File: config.mk
export PLATFORM = sky130hd
export DESIGN_NAME = seq_divider
export DESIGN_NICKNAME = d
export VERILOG_FILES = /design/src/rtl/seq_divider.sv
export SDC_FILE = /design/constraint.sdc
export NUM_CORES = 1
export LEC_CHECK = 0
export ABC_AREA = 1
export CAP_MARGIN = 0
export CORE_MARGIN = 2
export CORE_UTILIZATION = 45
export DETAILED_ROUTE_END_ITERATION = 10
export MAX_ROUTING_LAYER = met4
export PLACE_DENSITY = 0.68
export RECOVER_POWER = 50
export SLEW_MARGIN = 30
export SYNTH_ARGS = -nofsm -noshare
export SYNTH_HDL_FRONTEND = slang
export SYNTH_SLANG_ARGS = --single-unit
export TNS_END_PERCENT = 10
File: constraint.sdc
create_clock -name clk -period 2 [get_ports clk]
set_input_delay 0.4 -clock clk [delete_from_list [all_inputs] [get_ports clk]]
set_output_delay 0.4 -clock clk [all_outputs]
set_load 0.1 [all_outputs]
File: src/rtl/seq_divider.sv
// Multi-cycle unsigned restoring divider with a start/busy/done handshake.
// Produces quotient and remainder N edges after a start is accepted.
module seq_divider #(
  parameter int N = 4
) (
  input  logic         clk,
  input  logic         rst,
  input  logic         start,
  input  logic [N-1:0] dividend,
  input  logic [N-1:0] divisor,
  output logic         busy,
  output logic         done,
  output logic [N-1:0] quotient,
  output logic [N-1:0] remainder,
  output logic         div_by_zero
);

  localparam int CW = $clog2(N + 1);

  typedef enum logic [1:0] {
    IDLE,
    CALC,
    DONE
  } state_t;

  state_t         state_q, state_d;
  logic [N:0]     part_q, part_d;
  logic [N-1:0]   qreg_q, qreg_d;
  logic [N-1:0]   dvs_q, dvs_d;
  logic [CW-1:0]  cnt_q, cnt_d;
  logic [N-1:0]   quot_q, quot_d;
  logic [N-1:0]   rem_q, rem_d;
  logic           dbz_q, dbz_d;
  logic           busy_q, busy_d;
  logic           done_q, done_d;

  // One extra bit keeps the borrow of the trial subtraction visible.
  logic [N+1:0]   pshift;
  logic [N+1:0]   trial;

  always_comb begin
    state_d = state_q;
    part_d  = part_q;
    qreg_d  = qreg_q;
    dvs_d   = dvs_q;
    cnt_d   = cnt_q;
    quot_d  = quot_q;
    rem_d   = rem_q;
    dbz_d   = dbz_q;
    busy_d  = 1'b0;
    done_d  = 1'b0;
    pshift  = {part_q, qreg_q[N-1]};
    trial   = pshift - {2'b00, dvs_q};
    unique case (state_q)
      IDLE: begin
        if (start) begin
          if (divisor == '0) begin
            quot_d  = '1;
            rem_d   = dividend;
            dbz_d   = 1'b1;
            done_d  = 1'b1;
            state_d = DONE;
          end else begin
            dvs_d   = divisor;
            part_d  = '0;
            qreg_d  = dividend;
            cnt_d   = CW'(N);
            dbz_d   = 1'b0;
            busy_d  = 1'b1;
            state_d = CALC;
          end
        end
      end
      CALC: begin
        part_d = trial[N+1] ? pshift[N:0] : trial[N:0];
        qreg_d = {qreg_q[N-2:0], ~trial[N+1]};
        cnt_d  = cnt_q - 1'b1;
        if (cnt_q == CW'(1)) begin
          quot_d  = qreg_d;
          rem_d   = part_d[N-1:0];
          done_d  = 1'b1;
          state_d = DONE;
        end else begin
          busy_d = 1'b1;
        end
      end
      DONE: begin
        state_d = IDLE;
      end
      default: begin
        state_d = IDLE;
      end
    endcase
  end

  always_ff @(posedge clk or posedge rst) begin
    if (rst) begin
      state_q <= IDLE;
      part_q  <= '0;
      qreg_q  <= '0;
      dvs_q   <= '0;
      cnt_q   <= '0;
      quot_q  <= '0;
      rem_q   <= '0;
      dbz_q   <= 1'b0;
      busy_q  <= 1'b0;
      done_q  <= 1'b0;
    end else begin
      state_q <= state_d;
      part_q  <= part_d;
      qreg_q  <= qreg_d;
      dvs_q   <= dvs_d;
      cnt_q   <= cnt_d;
      quot_q  <= quot_d;
      rem_q   <= rem_d;
      dbz_q   <= dbz_d;
      busy_q  <= busy_d;
      done_q  <= done_d;
    end
  end

  assign busy        = busy_q;
  assign done        = done_q;
  assign quotient    = quot_q;
  assign remainder   = rem_q;
  assign div_by_zero = dbz_q;

endmodule

==> impl_metrics.ini <==
[clock_network]
clockRootBuffer = clkbuf_4
clkTransAtPathRegs_ns = 0.10
cts_tree = done
clk_latency_ns = 0.34
numCtsBuffers = 5
cts.repair.resized = 0
postCtsHoldBufs = 0
cts_sinks = 29
post-cts-setup-buffer-count = 0
max-clock-path-buffers = 2
htree_levels = 2

[die]
initial_core_util_pct = 46.1
ioPinCount = 22
die_w_um = 62.3
dieArea_mm2 = 0.00388
num_rows = 21
core_mm2 = 0.00331
dieHeight_um = 62.3

[logic_synthesis]
synth_top_area_share_pct = 47.5
syn_avg_cell_area_um2 = 8.30
synth_cell_types = 28
synth.area.top_cells = dfrtp_1, nand2_1, inv_1
synth_top_flop_cell = dfrtp_1
ys_async_sr_fraction_pct = 100
ys_warn_count = 0
synth_nets = 202
synth_enable_flop_cells = 0
post-synth-top-area-cell = dfrtp_1
syn_area_mm2 = 0.00153
synth-seq-cells = 29
yosysSeqAreaShare_pct = 47.5
netlist_instances = 184

[sta]
relSlewSlack_pct = 51.1
fin_crit_sh_pct = 87.7
fin_tns_setup_ns = 0
finClkSkew_ns = 0.0125
finalHoldViolCount = 0
layout_min_cycle_time_ns = 1.75
setup_viol = 0
rsz0062_at_grt = false
clock.fmax_ghz = 0.570
drv_slew = 0
tightest_slew_ns = 0.734

[drt]
dr.pass1.iters = 4
drcViolationCount = 0
drtAntennaViolNets = 0
routedWlPerCell_um = 12.2
viasPerCell = 5.02
drt-total-wl_um = 3150
vias = 1294
drt_iter0_markers = 96

[global_routing]
grt_pass1_wl_um = 5480
grt-ovfl-total = 0
antenna_found_initial = 0
grt_usage_pct = 18.7
first_global_vias = 1276
grt_start_max_net_pins = 30

[final_layout]
layout.nets = 229
final_cell_area_mm2 = 0.00184
fill_cells = 324
drive_gt1_share_pct = 15.1
area_delta_synth_final_pct = 20.1
post-route-util_pct = 55.4
antenna_cells = 0

[setup_path]
critPathCaptureType = register
cp_slowest_cell = dfrtp_1
path_max_fanout = 3
critical_path.top_delay_family = adder cells
worstSetupStartpointType = register
cp.required_ns = 2.28
crit_arrival_ns = 2.03
crit_buf_inv = 2
critPathKind = register to register
path_cells = inv_1 > ha_1 > inv_1 > fa_1 > nand2_1 > nand2_1 > a21oi_1 > nand3_1 > nand2_1 > nand2_1 > o21ai_1
cp_common_cell = nand2_1
cpPeakStageDelay_ns = 0.41

[job]
cap_violations = 0

[min_path]
hold_path.class = register to register

[placed_design]
dp_hpwl_um = 2370
placed_area_mm2 = 0.00176
io_buffers = 21
place_congestion = 0.901

[status]
status = finished clean
## state kept, by name, summed over array words and instances (netlist names), 2 cells and up
name / flops
dvs_q: 4
state_q: 2
qreg_q: 4
part_q: 5
remainder: 4
quotient: 4
cnt_q: 3
## final timing paths
check	startpoint	endpoint	slack [ns]	depth (start not counted)
worst max-delay path	qreg_q[3]	part_q[4]	0.25	11
worst min-delay path	dvs_q[0]	dvs_q[0]	0.50	2
worst max register to register	qreg_q[3]	part_q[4]	0.25	11
worst min register to register	dvs_q[0]	dvs_q[0]	0.50	2
max in group asynchronous	rst	part_q[3]	0.81	3
min in group asynchronous	rst	part_q[0]	0.71	3
## metal layers
| metal | wire, um | GRT usage [%] |
|---|---|---|
| met1 | 1410 | 21.5 |
| met2 | 1600 | 30.6 |
| met3 | 111 | 5.43 |
| met4 | 30 | 8.06 |
| met5 | 0 | - |
## kinds of logic after synthesis
kind of cell,Yosys count,share of synthesized area [%]
compound gates,20,8.76
xor+xnor,1,0.573
simple gates,90,27.3
flops,29,47.5
fa+ha+maj,7,6.22
buf+inv,37,9.66
## cell usage after synthesis, drive strengths merged (3+ instances only)
| cell type | n |
|---|---|
| ha | 6 |
| nor2 | 18 |
| o221ai | 3 |
| a21oi | 6 |
| dfrtp | 29 |
| or2 | 5 |
| inv | 34 |
| buf | 3 |
| nand3 | 13 |
| nand2 | 42 |
| o21ai | 7 |
| nand4 | 9 |
## layout by cell type, fill, tap and decap left out
cell type,instances
nand2_1,40
dfrtp_1,29
inv_1,28
nor2_1,17
nand3_1,12
nand4_1,9
clkdlybuf4s50_1,9
buf_4,9
inv_2,6
a21oi_1,6
o21ai_0,6
ha_1,6
clkbuf_4,5
or2_0,4
clkbuf_2,4
o221ai_1,3
nand2_2,2
nand3_2,1
a22oi_1,1
or2_1,1
nor2_2,1
nor4_1,1
o21ai_1,1
nor3_2,1
a31oi_4,1
xor2_1,1
o22ai_1,1
nand3b_1,1
o211ai_1,1
fa_1,1
clkbuf_8,1
bufinv_16,1
clkbuf_1,1
dlygate4sd3_1,1
## worst reg2reg max path, cell delays in order, from the launching register on
cell     delay, ns
dfrtp_1       0.41
inv_1         0.07
ha_1          0.14
inv_1         0.06
fa_1          0.41
nand2_1       0.09
nand2_1       0.05
a21oi_1       0.12
nand3_1       0.12
nand2_1       0.08
nand2_1       0.04
o21ai_1       0.12
## area by class of cell
class                   count  area (um2)  area share (%)
well taps                  46        57.6            3.14
clock buffers               7        55.1            3.00
inverters                  34         128            6.95
clock inverters             1        30.0            1.64
multi-input cells         118         652            35.5
flip-flops and latches     29         726            39.5
repair buffers             23         188            10.2
## through the flow
step / cells / hold WS, ns / setup slack [ns]
2_1_floorplan: 184 / 0.446 / 0.441
3_3_place_gp: 250 / 0.470 / 0.154
3_5_place_dp: 250 / 0.479 / 0.0745
4_1_cts: 258 / 0.448 / 0.256
5_1_grt: 258 / 0.538 / 0.0933
6_report: 258 / 0.500 / 0.246
Power is not shown: default switching activity piles up to over one toggle a cycle in this logic, so the estimate is an artifact.
